**config.mk**
```make
export PLATFORM = sky130hd
export DESIGN_NAME = condlogic_pred_flat
export DESIGN_NICKNAME = d
export VERILOG_FILES = /design/src/rtl/condlogic_pred_if.sv /design/src/rtl/condlogic_pred.sv /design/src/flat_wrapper.sv
export SDC_FILE = /design/constraint.sdc
export NUM_CORES = 1
export LEC_CHECK = 0
export ABC_AREA = 1
export ABC_CLOCK_PERIOD_IN_PS = 1400
export CAP_MARGIN = 20
export CORE_MARGIN = 2
export CORE_UTILIZATION = 30
export DETAILED_ROUTE_END_ITERATION = 12
export HOLD_SLACK_MARGIN = 0.06
export PLACE_DENSITY = 0.75
export SKIP_LAST_GASP = 1
export SYNTH_ARGS = -nofsm -noshare
export SYNTH_HDL_FRONTEND = slang
export SYNTH_SLANG_ARGS = --single-unit
```
**constraint.sdc**
```tcl
create_clock -name clk -period 1.4 [get_ports clk]
set_clock_uncertainty 0.1 [all_clocks]
set_input_delay 0.14 -clock clk [delete_from_list [all_inputs] [get_ports clk]]
set_output_delay 0.14 -clock clk [all_outputs]
set_load 0.01 [all_outputs]
```
**src/rtl/condlogic_pred_if.sv**
```systemverilog
// condlogic_pred_if: decoder-side bundle for the conditional-execution unit.
// The decoder (master) drives instruction, flag and IT inputs; the unit
// (slave) returns the gated strobes, the condition result, the flags and
// the IT-active indication. clk and reset are kept as plain module ports.
interface condlogic_pred_if #(
  parameter int CTRL_W = 3,
  parameter int IT_MAX = 4,
  parameter int LEN_W  = $clog2(IT_MAX + 1)
);
  logic              en;
  logic              flush;
  logic [3:0]        Cond;
  logic [3:0]        ALUFlags;
  logic [1:0]        FlagW;
  logic [CTRL_W-1:0] Ctrl;
  logic              ITStart;
  logic [3:0]        ITCond;
  logic [LEN_W-1:0]  ITLen;
  logic [IT_MAX-1:0] ITPattern;
  logic [CTRL_W-1:0] CtrlOut;
  logic              CondEx;
  logic [3:0]        Flags;
  logic              InIT;

  modport master (
    output en, flush, Cond, ALUFlags, FlagW, Ctrl,
    output ITStart, ITCond, ITLen, ITPattern,
    input  CtrlOut, CondEx, Flags, InIT
  );

  modport slave (
    input  en, flush, Cond, ALUFlags, FlagW, Ctrl,
    input  ITStart, ITCond, ITLen, ITPattern,
    output CtrlOut, CondEx, Flags, InIT
  );
endinterface

```
**src/rtl/condlogic_pred.sv**
```systemverilog
// condlogic_pred: conditional-execution unit for the ARM-subset core.
// Holds NZCV with split write enables, evaluates the 16 condition codes,
// gates and registers CTRL_W control strobes, and optionally predicates up
// to IT_MAX following instructions with a Thumb-style IT block.
// Build option: define COND_IT_EN to compile in the IT block logic. Without
// it the IT inputs are ignored, InIT is 0 and Cond alone is evaluated.
module condlogic_pred #(
  parameter int CTRL_W = 3,
  parameter int IT_MAX = 4,
  parameter int LEN_W  = $clog2(IT_MAX + 1)
) (
  input logic             clk,
  input logic             reset,
  condlogic_pred_if.slave bus
);

  // ARM condition table evaluated against the architectural flags.
  function automatic logic cond_eval(input logic [3:0] flags, input logic [3:0] cond);
    logic n, z, c, v;
    logic res;
    {n, z, c, v} = flags;
    case (cond)
      4'b0000: res = z;                      // EQ
      4'b0001: res = ~z;                     // NE
      4'b0010: res = c;                      // CS
      4'b0011: res = ~c;                     // CC
      4'b0100: res = n;                      // MI
      4'b0101: res = ~n;                     // PL
      4'b0110: res = v;                      // VS
      4'b0111: res = ~v;                     // VC
      4'b1000: res = c & ~z;                 // HI
      4'b1001: res = ~c | z;                 // LS
      4'b1010: res = (n == v);               // GE
      4'b1011: res = (n != v);               // LT
      4'b1100: res = ~z & (n == v);          // GT
      4'b1101: res = z | (n != v);           // LE
      4'b1110: res = 1'b1;                   // AL
      4'b1111: res = 1'b1;                   // treated as always
      default: res = 1'b1;
    endcase
    return res;
  endfunction

  logic              advance_s;
  logic [3:0]        eff_cond_s;
  logic              cond_ex_s;
  logic              in_it_s;
  logic [3:0]        flags_r;
  logic [CTRL_W-1:0] ctrl_out_r;

  assign advance_s = bus.en & ~bus.flush;

`ifdef COND_IT_EN
  typedef enum logic [0:0] {
    IT_IDLE   = 1'b0,
    IT_ACTIVE = 1'b1
  } it_state_t;

  localparam logic [LEN_W-1:0]  LEN_ONE  = LEN_W'(1);
  localparam logic [LEN_W-1:0]  LEN_MAX  = LEN_W'(IT_MAX);
  localparam logic [IT_MAX-1:0] PAT_ONE  = IT_MAX'(1);

  it_state_t         state_r, state_nxt_s;
  logic [3:0]        base_r, base_nxt_s;
  logic [IT_MAX-1:0] pattern_r, pattern_nxt_s;
  logic [LEN_W-1:0]  remaining_r, remaining_nxt_s;

  // Effective condition: IT slot condition while a block is active, else Cond.
  always_comb begin
    eff_cond_s = bus.Cond;
    if (state_r == IT_ACTIVE) begin
      // AL has no inverse, so an else slot under base 1110 stays 1110.
      if (pattern_r[0] || (base_r == 4'b1110)) begin
        eff_cond_s = base_r;
      end else begin
        eff_cond_s = base_r ^ 4'b0001;
      end
    end else begin
      eff_cond_s = bus.Cond;
    end
  end

  // IT next-state: start, consume one slot per advance, flush abandons.
  always_comb begin
    state_nxt_s     = state_r;
    base_nxt_s      = base_r;
    pattern_nxt_s   = pattern_r;
    remaining_nxt_s = remaining_r;
    case (state_r)
      IT_IDLE: begin
        // The IT instruction itself is predicated by its own Cond.
        if (advance_s && bus.ITStart && cond_ex_s && (bus.ITLen != {LEN_W{1'b0}})) begin
          state_nxt_s     = IT_ACTIVE;
          base_nxt_s      = bus.ITCond;
          pattern_nxt_s   = bus.ITPattern | PAT_ONE;
          remaining_nxt_s = (bus.ITLen > LEN_MAX) ? LEN_MAX : bus.ITLen;
        end else begin
          state_nxt_s = IT_IDLE;
        end
      end
      IT_ACTIVE: begin
        // ITStart is ignored here; the instruction just takes its slot.
        if (advance_s) begin
          pattern_nxt_s = {1'b0, pattern_r[IT_MAX-1:1]};
          if (remaining_r <= LEN_ONE) begin
            state_nxt_s     = IT_IDLE;
            remaining_nxt_s = {LEN_W{1'b0}};
          end else begin
            remaining_nxt_s = remaining_r - LEN_ONE;
          end
        end else begin
          state_nxt_s = IT_ACTIVE;
        end
      end
      default: begin
        state_nxt_s     = IT_IDLE;
        remaining_nxt_s = {LEN_W{1'b0}};
      end
    endcase
    // A flush kills the current instruction and any block in progress.
    if (bus.flush) begin
      state_nxt_s     = IT_IDLE;
      remaining_nxt_s = {LEN_W{1'b0}};
    end else begin
      remaining_nxt_s = remaining_nxt_s;
    end
  end

  // IT state registers.
  always_ff @(posedge clk) begin
    if (reset) begin
      state_r     <= IT_IDLE;
      base_r      <= 4'b0000;
      pattern_r   <= {IT_MAX{1'b0}};
      remaining_r <= {LEN_W{1'b0}};
    end else begin
      state_r     <= state_nxt_s;
      base_r      <= base_nxt_s;
      pattern_r   <= pattern_nxt_s;
      remaining_r <= remaining_nxt_s;
    end
  end

  assign in_it_s = (state_r == IT_ACTIVE);
`else
  logic              unused_it_s;
  logic [IT_MAX-1:0] unused_pat_s;
  logic [LEN_W-1:0]  unused_len_s;

  assign unused_pat_s = bus.ITPattern;
  assign unused_len_s = bus.ITLen;
  assign unused_it_s  = ^{bus.ITStart, bus.ITCond, unused_len_s, unused_pat_s};
  assign eff_cond_s   = bus.Cond;
  assign in_it_s      = 1'b0;
`endif

  assign cond_ex_s = cond_eval(flags_r, eff_cond_s);

  // NZCV register: two independently enabled groups, only on executed instructions.
  always_ff @(posedge clk) begin
    if (reset) begin
      flags_r <= 4'b0000;
    end else if (advance_s && cond_ex_s) begin
      if (bus.FlagW[1]) begin
        flags_r[3:2] <= bus.ALUFlags[3:2];
      end
      if (bus.FlagW[0]) begin
        flags_r[1:0] <= bus.ALUFlags[1:0];
      end
    end
  end

  // Registered control strobes: gated by CondEx, cleared on flush, held when stalled.
  always_ff @(posedge clk) begin
    if (reset) begin
      ctrl_out_r <= {CTRL_W{1'b0}};
    end else if (bus.flush) begin
      ctrl_out_r <= {CTRL_W{1'b0}};
    end else if (bus.en) begin
      ctrl_out_r <= bus.Ctrl & {CTRL_W{cond_ex_s}};
    end
  end

  assign bus.CtrlOut = ctrl_out_r;
  assign bus.CondEx  = cond_ex_s;
  assign bus.Flags   = flags_r;
  assign bus.InIT    = in_it_s;

endmodule
```
**src/flat_wrapper.sv**
```systemverilog
// flat-port wrapper written by rule: the top's interface ports become plain ports
module condlogic_pred_flat 
#(
  parameter int CTRL_W = 3,
  parameter int IT_MAX = 4,
  parameter int LEN_W  = $clog2(IT_MAX + 1)
)
  (clk, reset, bus_en, bus_flush, bus_Cond, bus_ALUFlags, bus_FlagW, bus_Ctrl, bus_ITStart, bus_ITCond, bus_ITLen, bus_ITPattern, bus_CtrlOut, bus_CondEx, bus_Flags, bus_InIT);
  condlogic_pred_if #(.CTRL_W(CTRL_W), .IT_MAX(IT_MAX), .LEN_W(LEN_W)) bus_i ();
  input logic clk;
  input logic reset;
  input wire logic [$bits(bus_i.en)-1:0] bus_en;
  input wire logic [$bits(bus_i.flush)-1:0] bus_flush;
  input wire logic [$bits(bus_i.Cond)-1:0] bus_Cond;
  input wire logic [$bits(bus_i.ALUFlags)-1:0] bus_ALUFlags;
  input wire logic [$bits(bus_i.FlagW)-1:0] bus_FlagW;
  input wire logic [$bits(bus_i.Ctrl)-1:0] bus_Ctrl;
  input wire logic [$bits(bus_i.ITStart)-1:0] bus_ITStart;
  input wire logic [$bits(bus_i.ITCond)-1:0] bus_ITCond;
  input wire logic [$bits(bus_i.ITLen)-1:0] bus_ITLen;
  input wire logic [$bits(bus_i.ITPattern)-1:0] bus_ITPattern;
  output wire logic [$bits(bus_i.CtrlOut)-1:0] bus_CtrlOut;
  output wire logic [$bits(bus_i.CondEx)-1:0] bus_CondEx;
  output wire logic [$bits(bus_i.Flags)-1:0] bus_Flags;
  output wire logic [$bits(bus_i.InIT)-1:0] bus_InIT;
  assign bus_i.en = bus_en;
  assign bus_i.flush = bus_flush;
  assign bus_i.Cond = bus_Cond;
  assign bus_i.ALUFlags = bus_ALUFlags;
  assign bus_i.FlagW = bus_FlagW;
  assign bus_i.Ctrl = bus_Ctrl;
  assign bus_i.ITStart = bus_ITStart;
  assign bus_i.ITCond = bus_ITCond;
  assign bus_i.ITLen = bus_ITLen;
  assign bus_i.ITPattern = bus_ITPattern;
  assign bus_CtrlOut = bus_i.CtrlOut;
  assign bus_CondEx = bus_i.CondEx;
  assign bus_Flags = bus_i.Flags;
  assign bus_InIT = bus_i.InIT;
  condlogic_pred #(.CTRL_W(CTRL_W), .IT_MAX(IT_MAX), .LEN_W(LEN_W)) u_core (.clk(clk), .reset(reset), .bus(bus_i));
endmodule
```
[Yosys cells after proc, flatten, opt, wreduce, memory -nomap -nowiden]
Index checks and enable logic that the tools add are counted.
Operators by class
  mux-type cells: 1
  reductions and logical operators: 6
  equal/unequal tests: 17
  bitwise gates (word level): 11
Operators by type and width (number)
  4-bit equality test (second input constant): 8
  4-bit by 3-bit equality test with 1-bit output (second input constant): 4
  1-bit case mux with 15 select lines: 1
  4-bit by 2-bit equality test with 1-bit output (second input constant): 2
  1-bit NOT: 5
  4-bit by 1-bit equality test with 1-bit output (second input constant): 1
  4-bit zero test: 1
  2-bit AND reduction: 2
  2-bit OR reduction: 2
  1-bit bitwise AND: 3
  3-bit bitwise AND: 1
  1-bit bitwise OR: 2
  1-bit equality test: 1
  1-bit logical AND: 1
  1-bit inequality test: 1
Storage, ports and cells
  bits of input ports: 29
  output and inout bits: 9
  logic and storage cells: 38
  register bits: 7

[Longest topological paths before layout]
  depth in word-level cells: 5
  mapped depth: 12
  depth with buffers taken out: 12

[Worst setup path after synthesis]
Ideal clock, no wire load.
  kind: reg-to-reg
  start: reg u_core.flags_r[3], in the netlist u_core.bus.Flags[3]
  end: reg u_core.ctrl_out_r[0], in the netlist u_core.bus.CtrlOut[0]
  data arrival time: 1.321 ns
  buffers on the path: 0
  library setup time: 0.070 ns
  data required time: 1.230 ns
  period minus slack after synthesis: 1.491 ns
  slack: -0.091 ns
  cell stages (with the launch flop): 9
  cell sequence: dfxtp_1 > inv_1 > nand2_1 > nand3_1 > a21oi_1 > nor2_2 > a21boi_2 > nand3_1 > a21oi_1
Between the ends
  longest elaborated chain between the ends: 4
  elaborated cells on any way between the ends: 7
  those cells by class: 2 x eq/ne; 1 x mux; 4 x bitwise
RTL lines
  start, declared: RTL line condlogic_pred.sv:48  | logic [3:0] flags_r;
  start signal, assigned: RTL line condlogic_pred.sv:165  | flags_r[3:2] <= bus.ALUFlags[3:2];
  1-bit inequality test or 1-bit equality test (tied branches)
  1-bit bitwise OR or 1-bit bitwise AND (tied branches): RTL line condlogic_pred.sv:36, condlogic_pred.sv:35
  1-bit case mux with 15 select lines (*): RTL line condlogic_pred.sv:22  | case (cond)
  via bus_CondEx: RTL line flat_wrapper.sv:23  | output wire logic [$bits(bus_i.CondEx)-1:0] bus_CondEx;
  3-bit bitwise AND (*): RTL line condlogic_pred.sv:180  | ctrl_out_r <= bus.Ctrl & {CTRL_W{cond_ex_s}};
  end signal, assigned: RTL line condlogic_pred.sv:176  | ctrl_out_r <= {CTRL_W{1'b0}};
  end signal, assigned: RTL line condlogic_pred.sv:178  | ctrl_out_r <= {CTRL_W{1'b0}};
  end signal, assigned: RTL line condlogic_pred.sv:180
  end, declared: RTL line condlogic_pred.sv:49  | logic [CTRL_W-1:0] ctrl_out_r;
The timed path passes the listed nets; every way through them passes the cells marked *.
A chain may end at the register's enable or synchronous reset.

[Final worst setup path]
  start: reg u_core.flags_r[3], in the netlist u_core.bus.Flags[3]
  end: out bus_CondEx
Between the ends
  longest elaborated chain between the ends: 3
  elaborated cells on any way between the ends: 6
  those cells by class: 2 x eq/ne; 1 x mux; 3 x bitwise
RTL lines (RTL line)
  1-bit inequality test or 1-bit equality test (tied branches)
  1-bit bitwise OR or 1-bit bitwise AND (tied branches): condlogic_pred.sv:36, condlogic_pred.sv:35
  1-bit case mux with 15 select lines (*): condlogic_pred.sv:22
  end, declared: flat_wrapper.sv:23
Mark *: on every way between the ends. The rest lies on a longest branch, timed or not.

==> impl_metrics.ini <==
[logic_synthesis]
avgSynthCellArea_um2 = 5.617
ys_warn_count = 0
ys_types = 18
synth_top_area_share_pct = 26.54
ys_seq_elements = 7
syn-cell-area_um2 = 528.0
syn_inst = 94
synth_largest_area_cell = dfxtp_1
ys_seq_area_share_pct = 26.54
synth_nets = 123
ys_top_cells_by_area = dfxtp_1 27%, nand2_1 20%, nand3_1 12%

[critical_path]
crit_family = flip-flops
critPathMaxStageDelay_ps = 350
crit_path_cell_trace = inv_2 -> nand2_2 -> nand3_2 -> a21oi_2 -> nor2_2 -> a21boi_2 -> buf_2
endpoint_kind = output pin
worstPathRequired_ps = 1160
crit_buf_inv = 2
path_class = flop to output pin
crit_slowest_cell = dfxtp_2
critPathMaxFanout = 4
worstPathArrival_ps = 1380
critPathLaunchType = flop

[floorplanning]
die_h_um = 45.95
core_um2 = 1689
rows = 15
die_width_um = 45.95
die_area_um2 = 2111
io_pins = 38
start_util_pct = 31.26

[outcome]
status = finished, violations left
failed_checks = setup timing

[timing]
rsz0062_at_grt = true
fin_hold_ws_ps = 350.2
setup_slack_ps = -222.3
hold_viol = 0
finalCritPeriodShare_pct = 115.9
max_freq_ghz = 0.6164
setup_violations = 8
min_period_ps = 1622
drv_slew = 0

[cells_and_area]
area_growth_pct = 79.86
mostFrequentLayoutCells = 26 x nand2_1, 16 x clkdlybuf4s50_1, 13 x buf_4, 12 x nor2_1, 9 x inv_1
fill_cells = 170
final_common_cell = nand2_1
post_route_cells_drive_above_1_share_pct = 32.84
design_area_um2 = 949.7
fin_nets = 164
regArea_um2 = 145.1
multi_input_area_um2 = 372.9
antennaDiodeCount = 0

[routing]
routed_wl_um = 1662
wl_met1_um = 649
firstDrtPassIters = 4
antenna_left = 0
vias = 739
wire_per_inst_um = 11.01
vias_per_cell = 4.894
first_iter_violations = 12
dr_wl_met2_um = 909
drcViolationCount = 0
top_layer = met4
dr_wl_met3_um = 93

[power]
p_leak_nw = 0.4626
powerDensity_nw_per_um2 = 646.0
max-vdd-ir-drop_uv = 451.3

[run]
max-cap-violations = 0

[clocking]
clk_latency_ps = 250
path_clk_slew_ps = 50
cts_root_buf = clkbuf_4
cts_hold_buf = 0
h-tree-depth = 1
numCtsBuffers = 3
clockBufferDepth = 2
cts_tree = built
clock-sinks = 7

[grt]
grt_pass1_wl_um = 2663
grt.total_usage_pct = 17.08
grt-ovfl-total = 0
antenna_found_initial = 0
grt_pass1_vias = 712
grt_max_degree = 10

[min_path]
min_path_type = input port to flop

[place]
place.gp.congestion = 0.8986
postPlaceCellArea_um2 = 867.1
numPortBuffers = 24
dp_hpwl_um = 1293
-- registers in the layout (all words and copies together), names as in the netlist --
name and count:
u_core.bus.Flags 4, u_core.bus.CtrlOut 3
-- final timing paths --
check / start / to / slack, ps / depth (start not counted)
worst max register to register: u_core.bus.Flags[3] / u_core.bus.Flags[0] / -130 / 10
worst min register to register: u_core.bus.CtrlOut[1] / u_core.bus.CtrlOut[1] / 360 / 2
worst max-delay path: u_core.bus.Flags[3] / bus_CondEx / -220 / 7
worst min-delay path: bus_ALUFlags[1] / u_core.bus.Flags[1] / 350 / 3
-- what timing repair did --
item | 4_1_cts | 5_1_grt
gates resized for setup | 24 | 6
pin swaps | 8 | 11
setup buffers | 1 | 1
endpoints found under the setup margin | 11 | 8
endpoints found under the hold margin | 0 | 0
-- logic make-up after synthesis --
kind of cell | share of synthesized area [%]
buffers and inverters | 12.80
AO/OA/AOI/OAI | 11.37
other | 0.7102
flip-flops | 26.54
AND/OR/NAND/NOR | 48.58
-- power by group --
part,switching [mW],total (mW),internal (mW)
logic,0.106,0.218,0.111
clock network,0.0722,0.181,0.109
registers,0.00663,0.215,0.208
total,0.185,0.613,0.428
-- routing by layer --
layer,track usage [%],up-vias
met5,0,-
met4,9.143,0
met2,31.39,29
met3,1.190,2
met1,19.06,330
li1,-,378
-- synth_stat cells, drive strengths merged --
cell type	n
a21boi	1
a21oi	6
buf	2
conb	1
dfxtp	7
inv	13
nand2	28
nand3	13
nand4	2
nor2	16
nor3	1
o21ai	3
or2	1
-- worst min-delay path: stages --
cell	delay, ps
clkdlybuf4s50_1	400
nor2_1	80
nor2_1	40
-- per-stage QoR --
| step | utilization, % | setup TNS, ps | total power [mW] | setup WS [ps] | cells |
|---|---|---|---|---|---|
| after floorplan | - | -32.08 | 0.3090 | -10.69 | 94 |
| after global placement | 51.33 | -4563 | 0.4208 | -814.4 | 145 |
| after detailed placement | 51.33 | -4628 | 0.4243 | -818.6 | 145 |
| after CTS | 54.37 | -721.2 | 0.6101 | -199.6 | 150 |
| after global routing | 56.22 | -1616 | 0.6583 | -292.5 | 151 |
| final | 56.22 | -883.4 | 0.6135 | -222.3 | 151 |
-- final cells by class --
class | instances | area share [%]
clock buffer | 4 | 2.767
inverter | 13 | 5.138
multi-input combinational | 72 | 39.26
sequential | 7 | 15.28
tap | 17 | 2.240
timing repair buffer | 38 | 35.31
Note: power is estimated with default switching activity, not from simulation.
